### config.mk
export PLATFORM = sky130hd
export DESIGN_NAME = vga_mem_arbiter
export DESIGN_NICKNAME = d
export VERILOG_FILES = /design/src/rtl/vga_mem_arbiter.sv
export SDC_FILE = /design/constraint.sdc
export NUM_CORES = 1
export LEC_CHECK = 0
export ABC_AREA = 1
export BUFFER_PORTS_ARGS = -buffer_cell sky130_fd_sc_hd__buf_4
export CORE_MARGIN = 2
export CORE_UTILIZATION = 39
export CTS_CLUSTER_DIAMETER = 80
export CTS_CLUSTER_SIZE = 14
export DETAILED_ROUTE_END_ITERATION = 8
export GPL_ROUTABILITY_DRIVEN = 0
export PLACE_DENSITY_LB_ADDON = 0.25
export SYNTH_ARGS = -nofsm -noshare
export SYNTH_HDL_FRONTEND = slang
export SYNTH_SLANG_ARGS = --single-unit
export TNS_END_PERCENT = 50
### constraint.sdc
create_clock -name clk -period 1.61 [get_ports clk]
set_input_delay 0.322 -clock clk [delete_from_list [all_inputs] [get_ports clk]]
set_output_delay 0.322 -clock clk [all_outputs]
set_load 0.02 [all_outputs]
### src/rtl/vga_mem_arbiter.sv
// Arbitrates one single-port framebuffer RAM between display refill and draw/host; gnt is same-cycle, mem_* one cycle later, read data 1+RD_LAT after gnt.
// Requesters hold req until gnt; display wins in active video, draw wins in blanking, and a starvation counter forces a draw slot.
module vga_mem_arbiter #(
  parameter int AW       = 17,
  parameter int DW       = 8,
  parameter int RD_LAT   = 1,
  parameter int MAX_WAIT = 15
) (
  input  logic          clk,
  input  logic          rst,
  input  logic          blank,
  input  logic          disp_urgent,
  input  logic          disp_req,
  input  logic [AW-1:0] disp_addr,
  output logic          disp_gnt,
  output logic          disp_rvalid,
  output logic [DW-1:0] disp_rdata,
  input  logic          draw_req,
  input  logic          draw_we,
  input  logic [AW-1:0] draw_addr,
  input  logic [DW-1:0] draw_wdata,
  output logic          draw_gnt,
  output logic          draw_rvalid,
  output logic [DW-1:0] draw_rdata,
  output logic          mem_en,
  output logic          mem_we,
  output logic [AW-1:0] mem_addr,
  output logic [DW-1:0] mem_wdata,
  input  logic [DW-1:0] mem_rdata
);

  typedef enum logic [1:0] {ST_ACTIVE, ST_BLANK, ST_STARVE} state_t;
  typedef enum logic [1:0] {TAG_NONE, TAG_DISP, TAG_DRAW} tag_t;

  localparam logic [7:0] WAIT_MAX = 8'(MAX_WAIT);

  state_t          state_q, state_d;
  logic [7:0]      wait_cnt_q, wait_cnt_d;
  logic            mem_en_q, mem_en_d;
  logic            mem_we_q, mem_we_d;
  logic [AW-1:0]   mem_addr_q, mem_addr_d;
  logic [DW-1:0]   mem_wdata_q, mem_wdata_d;
  tag_t            mem_tag_q, mem_tag_d;
  tag_t            tag_q [RD_LAT];
  tag_t            tag_d [RD_LAT];

  always_comb begin
    disp_gnt = 1'b0;
    draw_gnt = 1'b0;
    if (!rst) begin
      case (state_q)
        ST_ACTIVE: begin
          if (disp_req)      disp_gnt = 1'b1;
          else if (draw_req) draw_gnt = 1'b1;
        end
        ST_BLANK: begin
          if (draw_req)      draw_gnt = 1'b1;
          else if (disp_req) disp_gnt = 1'b1;
        end
        ST_STARVE: draw_gnt = draw_req;
        default: ;
      endcase
    end
  end

  // Transition to STARVE looks at the count including this cycle's denial,
  // so a draw is refused at most MAX_WAIT times before its forced slot.
  always_comb begin
    wait_cnt_d = wait_cnt_q;
    if (!draw_req || draw_gnt)
      wait_cnt_d = '0;
    else if (wait_cnt_q != WAIT_MAX)
      wait_cnt_d = wait_cnt_q + 8'd1;

    state_d = state_q;
    case (state_q)
      ST_ACTIVE: begin
        if (blank)
          state_d = ST_BLANK;
        else if (draw_req && !disp_urgent && wait_cnt_d == WAIT_MAX)
          state_d = ST_STARVE;
      end
      ST_BLANK:  if (!blank) state_d = ST_ACTIVE;
      ST_STARVE: state_d = blank ? ST_BLANK : ST_ACTIVE;
      default:   state_d = ST_ACTIVE;
    endcase
  end

  always_comb begin
    mem_en_d    = disp_gnt | draw_gnt;
    mem_we_d    = draw_gnt & draw_we;
    mem_addr_d  = draw_gnt ? draw_addr : (disp_gnt ? disp_addr : '0);
    mem_wdata_d = draw_gnt ? draw_wdata : '0;
    if (disp_gnt)
      mem_tag_d = TAG_DISP;
    else if (draw_gnt && !draw_we)
      mem_tag_d = TAG_DRAW;
    else
      mem_tag_d = TAG_NONE;

    tag_d[0] = mem_tag_q;
    for (int i = 1; i < RD_LAT; i++)
      tag_d[i] = tag_q[i-1];
  end

  always_ff @(posedge clk) begin
    if (rst) begin
      state_q     <= ST_ACTIVE;
      wait_cnt_q  <= '0;
      mem_en_q    <= 1'b0;
      mem_we_q    <= 1'b0;
      mem_addr_q  <= '0;
      mem_wdata_q <= '0;
      mem_tag_q   <= TAG_NONE;
      for (int i = 0; i < RD_LAT; i++)
        tag_q[i] <= TAG_NONE;
    end else begin
      state_q     <= state_d;
      wait_cnt_q  <= wait_cnt_d;
      mem_en_q    <= mem_en_d;
      mem_we_q    <= mem_we_d;
      mem_addr_q  <= mem_addr_d;
      mem_wdata_q <= mem_wdata_d;
      mem_tag_q   <= mem_tag_d;
      for (int i = 0; i < RD_LAT; i++)
        tag_q[i] <= tag_d[i];
    end
  end

  assign mem_en    = mem_en_q;
  assign mem_we    = mem_we_q;
  assign mem_addr  = mem_addr_q;
  assign mem_wdata = mem_wdata_q;

  assign disp_rvalid = !rst && (tag_q[RD_LAT-1] == TAG_DISP);
  assign draw_rvalid = !rst && (tag_q[RD_LAT-1] == TAG_DRAW);
  assign disp_rdata  = disp_rvalid ? mem_rdata : '0;
  assign draw_rdata  = draw_rvalid ? mem_rdata : '0;

endmodule
==> metrics.md, run 1 <==
| Metric | Value |
|---|---|
| DRC | 0 |
| Synthesis Warnings | 0 |
| Nets | 451 |
| Final Cycle Share | 108% |
| Longest Clk Path Bufs | 2 |
| Worst setup EP type | output pin |
| First-pass GRT wire length | 7.68 mm |
| TritonCTS Sinks | 41 |
| Chip width | between 70 and 80 um |
| Worst setup margin | -0.134 ns |
| Switch share | between 20% and 30% |
| Filler cell count in the final layout | 381 |
| CP required | ~1.3 ns |
| I/O pins | approximately 100 |
| Net Sw Power | around 0.68 mW |
| Pwr/cell area | 798 mW/mm^2 |
| Core area | about 0.0044 mm^2 |
| Post-DRT Antenna Nets | 0 |
| Layout cells sized above 1 | a little over two fifths |
| IO buf count | between 100 and 150 |
| Root buffer cell | clkbuf_8 |
| Crit Path Class | flop to output pin |
| HP Class | input port to flop |
| Syn nets | roughly 320 |
| Initial antenna violation count | 0 |
| Violations in the final reports | negative setup slack |
| Clock latency on the worst-skew pair | ~0.29 ns |
| Starting density of the core | 40.8% |
| Row Count | 24 |
| CTS tree | yes |
| Status | finished, violations left |
| Reg area | between 800 and 900 um^2 |
| DIE HEIGHT | just over 70 um |
| Worst setup SP type | flop |
| Slew margin rel. | between 80% and 90% |
| Via density | ~4.5 |
| Cell Area, Synth | around 0.0018 mm^2 |
| Diodes inserted | 0 |
| Max-slew violations | 0 |
| Final worst path period need | about 1.7 ns |
| Fmax | 573 MHz |
| Die area | slightly above 0.005 mm^2 |
| Inserted Clock Buffers | 5 |
| DRT Pass-1 Iters | 5 |
| Sequential cell area fraction in the yosys report | 45.9% |
| Post-DP HPWL | 3.72 mm |
| Design Area, Final | a little over 0.003 mm^2 |
| Avg WL per Cell | about 12 um |
| Hold buffers post-CTS | 0 |
| Total grt overflow | 0 |
| Dpl cell area | roughly 0.0027 mm^2 |
| Post-synthesis cell type count | 24 |
| Setup violators final | 5 |
| Hold slack | approximately 0.20 ns |
| Clk pwr share | between 20% and 30% |
| Htree depth | 2 |
| Combinational fraction of design power | roughly a quarter |
| Largest net degree at the start of global routing | 21 |
| 1st-iter DRT viols | 47 |
| Worst IR Drop VDD | 0.633 mV |
| Flop pwr share | 45.9% |
| GRT Resource Usage Total | around a fifth |
| Internal Dissipation | approximately 1.7 mW |
| Vias in the first global route | ~1800 |
| Multi-input gate area | between 800 and 900 um^2 |
| # Max-Cap Violations | 0 |
| Final Core Density | slightly below 70% |
| Clk slew on worst S/H paths | 0.07 ns |
| Worst Tran Pin Value | 0.260 ns |
| Worst-path fanout max | 2 |
| Routed wire length | roughly 5 mm |
| P&R area growth vs syn | 68.8% |
| Leakage | 1.58 nW |
| Unrepaired setup endpoints after global routing | true |
| Final Hold Vio Count | 0 |
| Routed vias | 1992 |
| Synthesized area per cell | 6.86 um^2 |
| Skew final | 0.00383 ns |
| Worst EP arrival | 1.42 ns |
| Synth Instances | roughly 260 |
| Register bit count reported by yosys | between 40 and 50 |
sequential cells by signal (all words and copies together), names as in the netlist:
register    count
mem_addr       17
mem_wdata       8
wait_cnt_q      8
mem_tag_q       2
state_q         2
tag_q           2
mem_en          1
mem_we          1
path summary, 6_finish.rpt:
check	from	slack (ns)	end	depth (start not counted)
worst min register to register	mem_tag_q[1]$_SDFF_PP0_	0.40	tag_q[0][1]$_SDFF_PP0_	2
worst max register to register	state_q[1]$_SDFFE_PP0P_	-0.13	wait_cnt_q[1]$_SDFF_PP0_	11
worst min-delay path	draw_we	0.20	mem_tag_q[1]$_SDFF_PP0_	2
worst max-delay path	state_q[1]$_SDFFE_PP0P_	-0.13	disp_gnt	8
routing by layer:
layer / track usage (%) / vias up / share of wire [%]
met2: 36.4 / 91 / 56
li1: - / 1038 / -
met3: 6.75 / 12 / 8.4
met4: 6.29 / 0 / 1.8
met5: 0 / - / 0
met1: 19.1 / 851 / 34
timing repair:
| item | 4_1_cts | 5_1_grt |
|---|---|---|
| gates cloned | 0 | 0 |
| hold endpoints to repair | 0 | 0 |
| endpoints found under the setup margin | 15 | 20 |
| resized for setup | 30 | 10 |
| buffers inserted | 6 | 2 |
| pin swaps | 13 | 4 |
cell families (layout without fill, tap and decap cells):
kind of cell / Yosys count / count (layout) / synth area share, %
AND/OR/NAND/NOR: 138 / 138 / 30.9
adder cells (fa/ha/maj): 5 / 5 / 3.50
flip-flops: 41 / 41 / 45.9
AO/OA/AOI/OAI: 26 / 26 / 8.18
XOR/XNOR: 1 / 1 / 0.490
buffers and inverters: 50 / 178 / 11.0
layout by cell type, fill, tap and decap left out, types with 2 or more instances in the layout:
| master | instances |
|---|---|
| a21oi_1 | 2 |
| buf_4 | 122 |
| buf_6 | 7 |
| clkbuf_8 | 6 |
| dfxtp_1 | 39 |
| dfxtp_2 | 2 |
| ha_4 | 4 |
| inv_1 | 35 |
| inv_2 | 6 |
| nand2_1 | 66 |
| nand2_2 | 6 |
| nand3_1 | 7 |
| nand3_2 | 5 |
| nand4_1 | 2 |
| nor2_1 | 42 |
| nor2_2 | 4 |
| nor3_1 | 3 |
| o21ai_0 | 18 |
per-stage QoR:
| step | setup WS, ns | TNS (ns) | power, mW | std cells |
|---|---|---|---|---|
| after floorplan | -0.0331 | -0.0661 | 1.38 | 261 |
| after global placement | -0.0633 | -0.119 | 1.65 | 426 |
| after detailed placement | -0.152 | -0.303 | 1.66 | 426 |
| after CTS | -0.145 | -0.389 | 2.40 | 439 |
| after global routing | -0.219 | -1.69 | 2.53 | 441 |
| final | -0.134 | -0.579 | 2.41 | 441 |
power by group through the flow:
stage,sequential (mW),clock (mW),combinational [mW]
after floorplan,1.20,0,0.181
after global placement,1.12,0,0.530
after detailed placement,1.13,0,0.539
after CTS,1.10,0.696,0.600
after global routing,1.11,0.740,0.679
final,1.11,0.678,0.627
final cells by class:
cell class	count	share of cell area [%]
multi-input cells	170	29.4
clock inverters	1	0.249
repair buffers	129	32.9
clock buffers	6	2.73
well taps	52	2.15
flip-flops and latches	41	27.3
inverters	42	5.26
synthesized netlist by cell type:
cell type  instances  share of area, %
nand2_1           72                15
nor2_1            46               9.7
dfxtp_1           41                46
inv_1             40               8.4
o21ai_0           18               5.0
nand3_1           11               3.1
ha_1               5               3.5
nor3_1             4               1.1
a21oi_1            3              0.84
clkbuf_1           3              0.63
buf_2              2              0.56
buf_4              2              0.84
nand4_1            2              0.70
o21ai_1            2              0.56
a21oi_4            1              0.91
buf_1              1              0.21
clkinv_1           1              0.21
inv_2              1              0.21
nand2_2            1              0.35
nand3_2            1              0.56
nor2_2             1              0.35
o21a_1             1              0.42
o21bai_1           1              0.42
xor2_1             1              0.49
worst max-delay path, stage by stage (launching register included):
cell and delay (ns):
dfxtp_2 0.33, inv_2 0.08, buf_6 0.10, ha_4 0.13
nand2_2 0.05, a21oi_2 0.18, nand2_1 0.09, inv_1 0.07
buf_6 0.11
(Power assumes the default switching activity.)
==> run 2, diff against run 1 <==
Settings changed: ABC_AREA 1 to default, CORE_UTILIZATION 39 to 38.
==> run 2 against run 1 <==
Against the previous run:
- the run still ends with negative setup slack left
- largest power group unchanged
- sequential share of layout area is 0.43 points higher
- largest cell class unchanged
- worst setup slack worse by 0.12 ns
- final cell count is 13% lower
- worst hold slack worse by 0.0047 ns
- critical endpoint is now draw_gnt
- sequential power hardly changed
- register-to-register slack worse by 0.08 ns
- synthesized cell count is 23% lower
==> metrics.md, run 2 <==
| Metric | Value |
|---|---|
| Post-DRT Antenna Nets | 0 (unchanged) |
| Worst r2r dst | state_q[0]$_SDFFE_PP0P_ (was wait_cnt_q[1]$_SDFF_PP0_) |
| Post-synthesis cell type count | 35 (was 24) |
| Final Total Pwr | 2.39 mW (was 2.41 mW) |
| Clk slew on worst S/H paths | 0.08 ns (was 0.07 ns) |
| Avg WL per Cell | 12.9 um (was 11.5 um) |
| Synthesized area per cell | 8.57 um^2 (was 6.86 um^2) |
| Top-count cell post-synth | dfxtp_1 (was nand2_1) |
| Worst EP arrival | 1.54 ns (was 1.42 ns) |
| P&R area growth vs syn | 74.5% (was 68.8%) |
| Syn nets | 262 (was 323) |
| Sequential cell area fraction in the yosys report | 47.9% (was 45.9%) |
| Hold buffers post-CTS | 0 (unchanged) |
| Root buffer cell | clkbuf_8 (unchanged) |
| Routed vias | 1861 (was 1992) |
| Final Cycle Share | 116% (was 108%) |
| Post-synth top flop | dfxtp_1 (unchanged) |
| Core area | 0.00435 mm^2 (was 0.00438 mm^2) |
| Final Core Density | 68.7% (was 68.9%) |
| Synthesis Warnings | 0 (unchanged) |
| Starting density of the core | 39.4% (was 40.8%) |
| Dpl cell area | 0.00272 mm^2 (was 0.00273 mm^2) |
| Worst setup SP type | flop (unchanged) |
| Violations in the final reports | negative setup slack (unchanged) |
| # Max-Cap Violations | 0 (unchanged) |
| Diodes inserted | 0 (unchanged) |
| CTS tree | yes (unchanged) |
| Leakage | 1.50 nW (was 1.58 nW) |
| Critical Path Slowest Stage Cell | dfxtp_4 (was dfxtp_2) |
| Status | finished, violations left (unchanged) |
| Die area | 0.00506 mm^2 (was 0.00515 mm^2) |
| Area contributors post-synth | dfxtp_1 (48%), nand2_1 (8.5%), nand3_1 (6.4%), and2_1 (5.8%), and3_1 (3.6%) (was dfxtp_1 (46%), nand2_1 (15%), nor2_1 (9.7%), inv_1 (8.4%), o21ai_0 (5.0%)) |
| HP Class | input port to flop (unchanged) |
| CP required | 1.29 ns (about the same) |
| First-pass GRT wire length | 7.91 mm (was 7.68 mm) |
| Worst hold endpoint | mem_tag_q[1]$_SDFF_PP0_ (unchanged) |
| Worst Tran Pin Value | 0.375 ns (was 0.260 ns) |
| Most frequent cells after synthesis | dfxtp_1 (41), nand2_1 (39), nand3_1 (22), and2_1 (16), and3_1 (10) (was nand2_1 (72), nor2_1 (46), dfxtp_1 (41), inv_1 (40), o21ai_0 (18)) |
| Nets | 393 (was 451) |
| Clock latency on the worst-skew pair | 0.30 ns (was 0.29 ns) |
| DRT Pass-1 Iters | 4 (was 5) |
| Commonest non-fill, non-tap cells in the layout | buf_4 (128), nand2_1 (38), dfxtp_1 (37) (was buf_4 (122), nand2_1 (66), nor2_1 (42)) |
| Worst setup margin | -0.250 ns (was -0.134 ns) |
| CP peak stage delay | 0.38 ns (was 0.33 ns) |
| Chip width | 71.2 um (was 71.7 um) |
| Met1 global-route usage | 23.1% (was 19.1%) |
| Setup violators final | 12 (was 5) |
| Design Area, Final | 0.00299 mm^2 (was 0.00302 mm^2) |
| Via density | 4.85 (was 4.52) |
| GRT Resource Usage Total | 19.7% (was 19.1%) |
| Crit Path Class | flop to output pin (unchanged) |
| Htree depth | 2 (unchanged) |
| Worst hold start | draw_we (unchanged) |
| Layout cells sized above 1 | 51.8% (was 43.7%) |
| WHS Path Cells | 2 (unchanged) |
| Slew margin rel. | 74.8% (was 82.6%) |
| TritonCTS Sinks | 41 (unchanged) |
| Worst IR Drop VDD | 0.452 mV (was 0.633 mV) |
| Most common cell after layout, fill and taps aside | buf_4 (unchanged) |
| Longest Clk Path Bufs | 2 (unchanged) |
| Largest net degree at the start of global routing | 19 (was 21) |
| Synth top area share | 47.9% (was 45.9%) |
| GRT Max-Usage Layer | met2 (unchanged) |
| Pwr/cell area | 800 mW/mm^2 (was 798 mW/mm^2) |
| Cell Area, Synth | 0.00171 mm^2 (was 0.00179 mm^2) |
| Post-synth EDFFs | 0 (unchanged) |
| Met2 GRT Util | 32.5% (was 36.4%) |
| Post-synth ARST share | 0% (unchanged) |
| Post-DP HPWL | 3.58 mm (was 3.72 mm) |
| Reg-to-reg setup timing slack | -0.21 ns (was -0.13 ns) |
| Row Count | 24 (unchanged) |
| Max reg flops | 17 (unchanged) |
| R2R Path Start | state_q[0]$_SDFFE_PP0P_ (was state_q[1]$_SDFFE_PP0P_) |
| I/O pins | 104 (unchanged) |
| Crit-path most repeated cell | buf_6 (unchanged) |
| Met3 GRT Util | 7.26% (was 6.75%) |
| Register bit count reported by yosys | 41 (unchanged) |
| Fmax | 538 MHz (was 573 MHz) |
| DRC | 0 (unchanged) |
| Final worst path period need | 1.86 ns (was 1.74 ns) |
| Synth Instances | 200 (was 261) |
| CP Cell Sequence | inv_2 -> ha_4 -> nor2b_4 -> o21a_1 -> buf_6 -> nand2_4 -> inv_4 -> buf_6 (was inv_2 -> buf_6 -> ha_4 -> nand2_2 -> a21oi_2 -> nand2_1 -> inv_1 -> buf_6) |
| Final Hold Vio Count | 0 (unchanged) |
| DIE HEIGHT | 71.2 um (was 71.7 um) |
| Unrepaired setup endpoints after global routing | true (unchanged) |
| Skew final | 0.00463 ns (was 0.00383 ns) |
| IO buf count | 103 (unchanged) |
| Worst setup EP type | output pin (unchanged) |
| 1st-iter DRT viols | 63 (was 47) |
| Worst-path fanout max | 3 (was 2) |
| Inserted Clock Buffers | 5 (unchanged) |
| Initial antenna violation count | 0 (unchanged) |
| FF-to-FF path depth | 9 (was 11) |
| Max-slew violations | 0 (unchanged) |
| Yosys top cell by area | dfxtp_1 (unchanged) |
| Routed wire length | 4.95 mm (was 5.09 mm) |
| Hold slack | 0.194 ns (was 0.198 ns) |
| Total grt overflow | 0 (unchanged) |
| Vias in the first global route | 1762 (was 1832) |
==> run 2: changes by cell type in the layout (fill, tap and decap cells not counted), moves of 6 or more <==
cell     before  now
buf_4       122  128
inv_1        35    3
and2_1        0   16
nand3_1       7   22
and3_1        0    9
nand2_2       6    0
nand2_1      66   38
o21ai_0      18    0
nor2_1       42    6
==> run 2: how the worst max path moves through the flow <==
stage	depth (start not counted)	slack, ns	from	end
floorplan	3	-0.34	rst	disp_rdata[0]
global placement	7	-0.03	state_q[1]$_SDFFE_PP0P_	disp_gnt
detailed placement	6	-0.09	state_q[1]$_SDFFE_PP0P_	wait_cnt_q[5]$_SDFF_PP0_
CTS	8	-0.23	state_q[0]$_SDFFE_PP0P_	draw_gnt
global route	7	-0.30	state_q[1]$_SDFFE_PP0P_	disp_gnt
finish	8	-0.25	state_q[0]$_SDFFE_PP0P_	draw_gnt
==> run 2: critical path: cells and delay by family, from the launching register on <==
| family | cells | cell delay (ns) |
|---|---|---|
| adders and majority gates | 1 | 0.15 |
| DFF | 1 | 0.38 |
| and+or+nand+nor | 2 | 0.18 |
| AOI/OAI and AO/OA | 1 | 0.20 |
| buffers and inverters | 4 | 0.34 |
==> run 2: per-layer routing <==
layer,share of wire [%],vias to the layer above
met1,40,821
li1,-,929
met3,10,9
met5,0,-
met4,2.0,0
met2,47,102
==> run 2: repair_timing <==
item,CTS,global route
gates resized for setup,15,9
pin swaps,3,4
endpoints found under the setup margin,30,43
endpoints found under the hold margin,0,0
setup buffers,6,1
==> run 2: final cells by class <==
type	instances	area [um^2]
well taps	52	65.1
inverters	7	28.8
flip-flops and latches	41	828
repair buffers	132	1010
clock inverters	3	46.3
clock buffers	5	68.8
multi-input cells	144	948
fillers	329	1360
==> run 2: through the flow <==
step,cells,setup TNS [ns],setup slack (ns)
6_report,384,-1.65,-0.250
5_1_grt,384,-2.66,-0.303
4_1_cts,383,-0.947,-0.225
3_5_place_dp,369,-0.438,-0.0856
3_3_place_gp,369,-0.118,-0.0310
2_1_floorplan,200,-6.77,-0.342
==> run 2: power breakdown <==
part	total [mW]	switching, mW	internal, mW
Combinational	0.478	0.223	0.255
Clock	0.829	0.365	0.464
Sequential	1.09	0.0193	1.07
==> run 2: logic make-up after synthesis <==
group / after synthesis / synth area share [%]
buffers and inverters: 15 / 3.58
XOR/XNOR: 5 / 2.55
AO/OA/AOI/OAI: 16 / 6.50
adder cells (fa/ha/maj): 5 / 3.65
flip-flops: 41 / 47.9
AND/OR/NAND/NOR: 118 / 35.8
==> run 3, diff against run 2 <==
Settings changed: CORE_UTILIZATION 38 to 42.
Clock period 1.61 ns to 1.9 ns, I/O delays scaled along.
==> run 3 against run 2 <==
Against the previous run:
- largest cell class unchanged
- combinational power shrank 19%
- first-iteration DRC count grew 13%
- the flow now finishes without violations
- worst hold slack gained 0.051 ns
- non-clock buffer count shrank 13
- critical path type unchanged
- critical endpoint unchanged
- highest routed layer unchanged
- final cell count shrank 3.9%
- register-to-register slack gained 0.28 ns
- global-route usage shrank 0.57 points
==> metrics.md, run 3 (same netlist as run 2, synthesis figures left out) <==
| Metric | Value |
|---|---|
| DIE HEIGHT | 67.9 um (was 71.2 um) |
| Worst-path fanout max | 5 (was 3) |
| Clock latency on the worst-skew pair | 0.29 ns (was 0.30 ns) |
| Row Count | 23 (was 24) |
| Setup violators final | 0 (was 12) |
| P&R area growth vs syn | 66.0% (was 74.5%) |
| Layout cells sized above 1 | 45.5% (was 51.8%) |
| CTS tree | yes (unchanged) |
| Routed vias | 1799 (was 1861) |
| HP Class | input port to flop (unchanged) |
| Slew margin rel. | 74.5% (was 74.8%) |
| Post-DRT Antenna Nets | 0 (unchanged) |
| Reg area | 826 um^2 (was 828 um^2) |
| Worst EP arrival | 1.52 ns (was 1.54 ns) |
| Chip width | 67.9 um (was 71.2 um) |
| Inserted Clock Buffers | 5 (unchanged) |
| Core area | 0.00397 mm^2 (was 0.00435 mm^2) |
| Avg WL per Cell | 12.6 um (was 12.9 um) |
| GRT Resource Usage Total | 19.2% (was 19.7%) |
| TNS Setup | 0 ns (was -1.65 ns) |
| Final Cycle Share | roughly 100% |
| Longest Clk Path Bufs | 2 (unchanged) |
| Max-slew violations | 0 (unchanged) |
| # Max-Cap Violations | 0 (unchanged) |
| Starting density of the core | 43.2% (was 39.4%) |
| Htree depth | 2 (unchanged) |
| Clk slew on worst S/H paths | 0.08 ns (about the same) |
| First-pass GRT wire length | 6.76 mm (was 7.91 mm) |
| TritonCTS Sinks | 41 (unchanged) |
| CP required | 1.52 ns (was 1.29 ns) |
| Filler cell count in the final layout | 346 (was 329) |
| Pwr/cell area | 757 mW/mm^2 (was 800 mW/mm^2) |
| Worst Tran Pin Value | 0.380 ns (was 0.375 ns) |
| I/O pins | 104 (unchanged) |
| Crit Path Class | flop to output pin (unchanged) |
| Layout Cells excl Fill | 369 (was 384) |
| Status | finished clean (was finished, violations left) |
| DRC | 0 (unchanged) |
| Leakage | 1.44 nW (was 1.50 nW) |
| Worst IR Drop VDD | 0.595 mV (was 0.452 mV) |
| Die area | 0.00461 mm^2 (was 0.00506 mm^2) |
| Via density | 4.88 (was 4.85) |
| Initial antenna violation count | 0 (unchanged) |
| Worst setup SP type | flop (unchanged) |
| Diodes inserted | 0 (unchanged) |
| Fmax | between 500 and 600 MHz |
| Vias in the first global route | 1572 (was 1762) |
| Routed wire length | 4.67 mm (was 4.95 mm) |
| Commonest non-fill, non-tap cells in the layout | buf_4 (117), dfxtp_1 (39), nand2_1 (38) (was buf_4 (128), nand2_1 (38), dfxtp_1 (37)) |
| 1st-iter DRT viols | 71 (was 63) |
| Total grt overflow | 0 (unchanged) |
| DRT Pass-1 Iters | 4 (unchanged) |
| Placed cells | 352 (was 369) |
| Final worst path period need | between 1.5 and 2 ns |
| Worst setup EP type | output pin (unchanged) |
| Post-DP HPWL | 3.38 mm (was 3.58 mm) |
| Largest net degree at the start of global routing | 19 (unchanged) |
| Most common cell after layout, fill and taps aside | buf_4 (unchanged) |
| Hold slack | 0.244 ns (was 0.194 ns) |
| Root buffer cell | clkbuf_8 (unchanged) |
| Skew final | 0.00582 ns (was 0.00463 ns) |
| Final Hold Vio Count | 0 (unchanged) |
| Multi-input gate area | 890 um^2 (was 948 um^2) |
| Max reg flops | 17 (unchanged) |
| Nets | 380 (was 393) |
| IO buf count | 103 (unchanged) |
| Hold buffers post-CTS | 0 (unchanged) |
| Final Core Density | 71.6% (was 68.7%) |
## run 3: final timing paths
path | startpoint | endpoint | slack [ns] | depth (start not counted)
worst min register to register | mem_tag_q[1]$_SDFF_PP0_ | tag_q[0][1]$_SDFF_PP0_ | 0.46 | 1
worst min-delay path | draw_we | mem_tag_q[1]$_SDFF_PP0_ | 0.24 | 2
worst max-delay path | state_q[1]$_SDFFE_PP0P_ | draw_gnt | 0.005 | 7
worst max register to register | state_q[0]$_SDFFE_PP0P_ | state_q[0]$_SDFFE_PP0P_ | 0.07 | 8
## run 3: area by class of cell
type	instances	share of cell area [%]
sequential	41	29.0
clock inverter	3	2.42
timing repair buffer	119	31.7
clock buffer	5	2.42
inverter	7	1.01
tap	50	2.20
multi-input combinational	144	31.3
## run 3: critical path: stages, from the launching register on
cell     delay (ns)
dfxtp_2        0.33
inv_2          0.11
ha_4           0.17
nor2b_1        0.17
o21a_1         0.18
nand2_2        0.08
inv_2          0.07
buf_6          0.11
## run 3: power breakdown
group          internal, mW  switching, mW  leakage, nW  total [mW]
combinational         0.204          0.182         1.03       0.386
clock                 0.529          0.318       0.0687       0.847
sequential            0.904         0.0181        0.337       0.922
total                  1.64          0.518         1.44        2.16
## run 3: metal layers
metal | global-route usage [%] | share of wire [%] | vias up
li1 | - | - | 905
met4 | 5.75 | 0.77 | 0
met5 | 0 | 0 | -
met3 | 7.40 | 11 | 4
met2 | 32.6 | 48 | 80
met1 | 22.3 | 40 | 810
## run 3: per-stage QoR
stage               cell area, um^2  worst slack (ns)  total power, mW
global placement               2570             0.102             1.28
CTS                            2810          -0.00723             2.16
global route                   2850           -0.0621             2.23
finish                         2850           0.00487             2.16
floorplan                      1710            -0.168             1.09
detailed placement             2570            0.0670             1.29
## run 3: repair_timing
action / in CTS / in global routing
resized for setup: 12 / 8
setup endpoints to repair: 2 / 9
setup buffers: 9 / 0
cloned: 0 / 0
pin swaps: 4 / 5
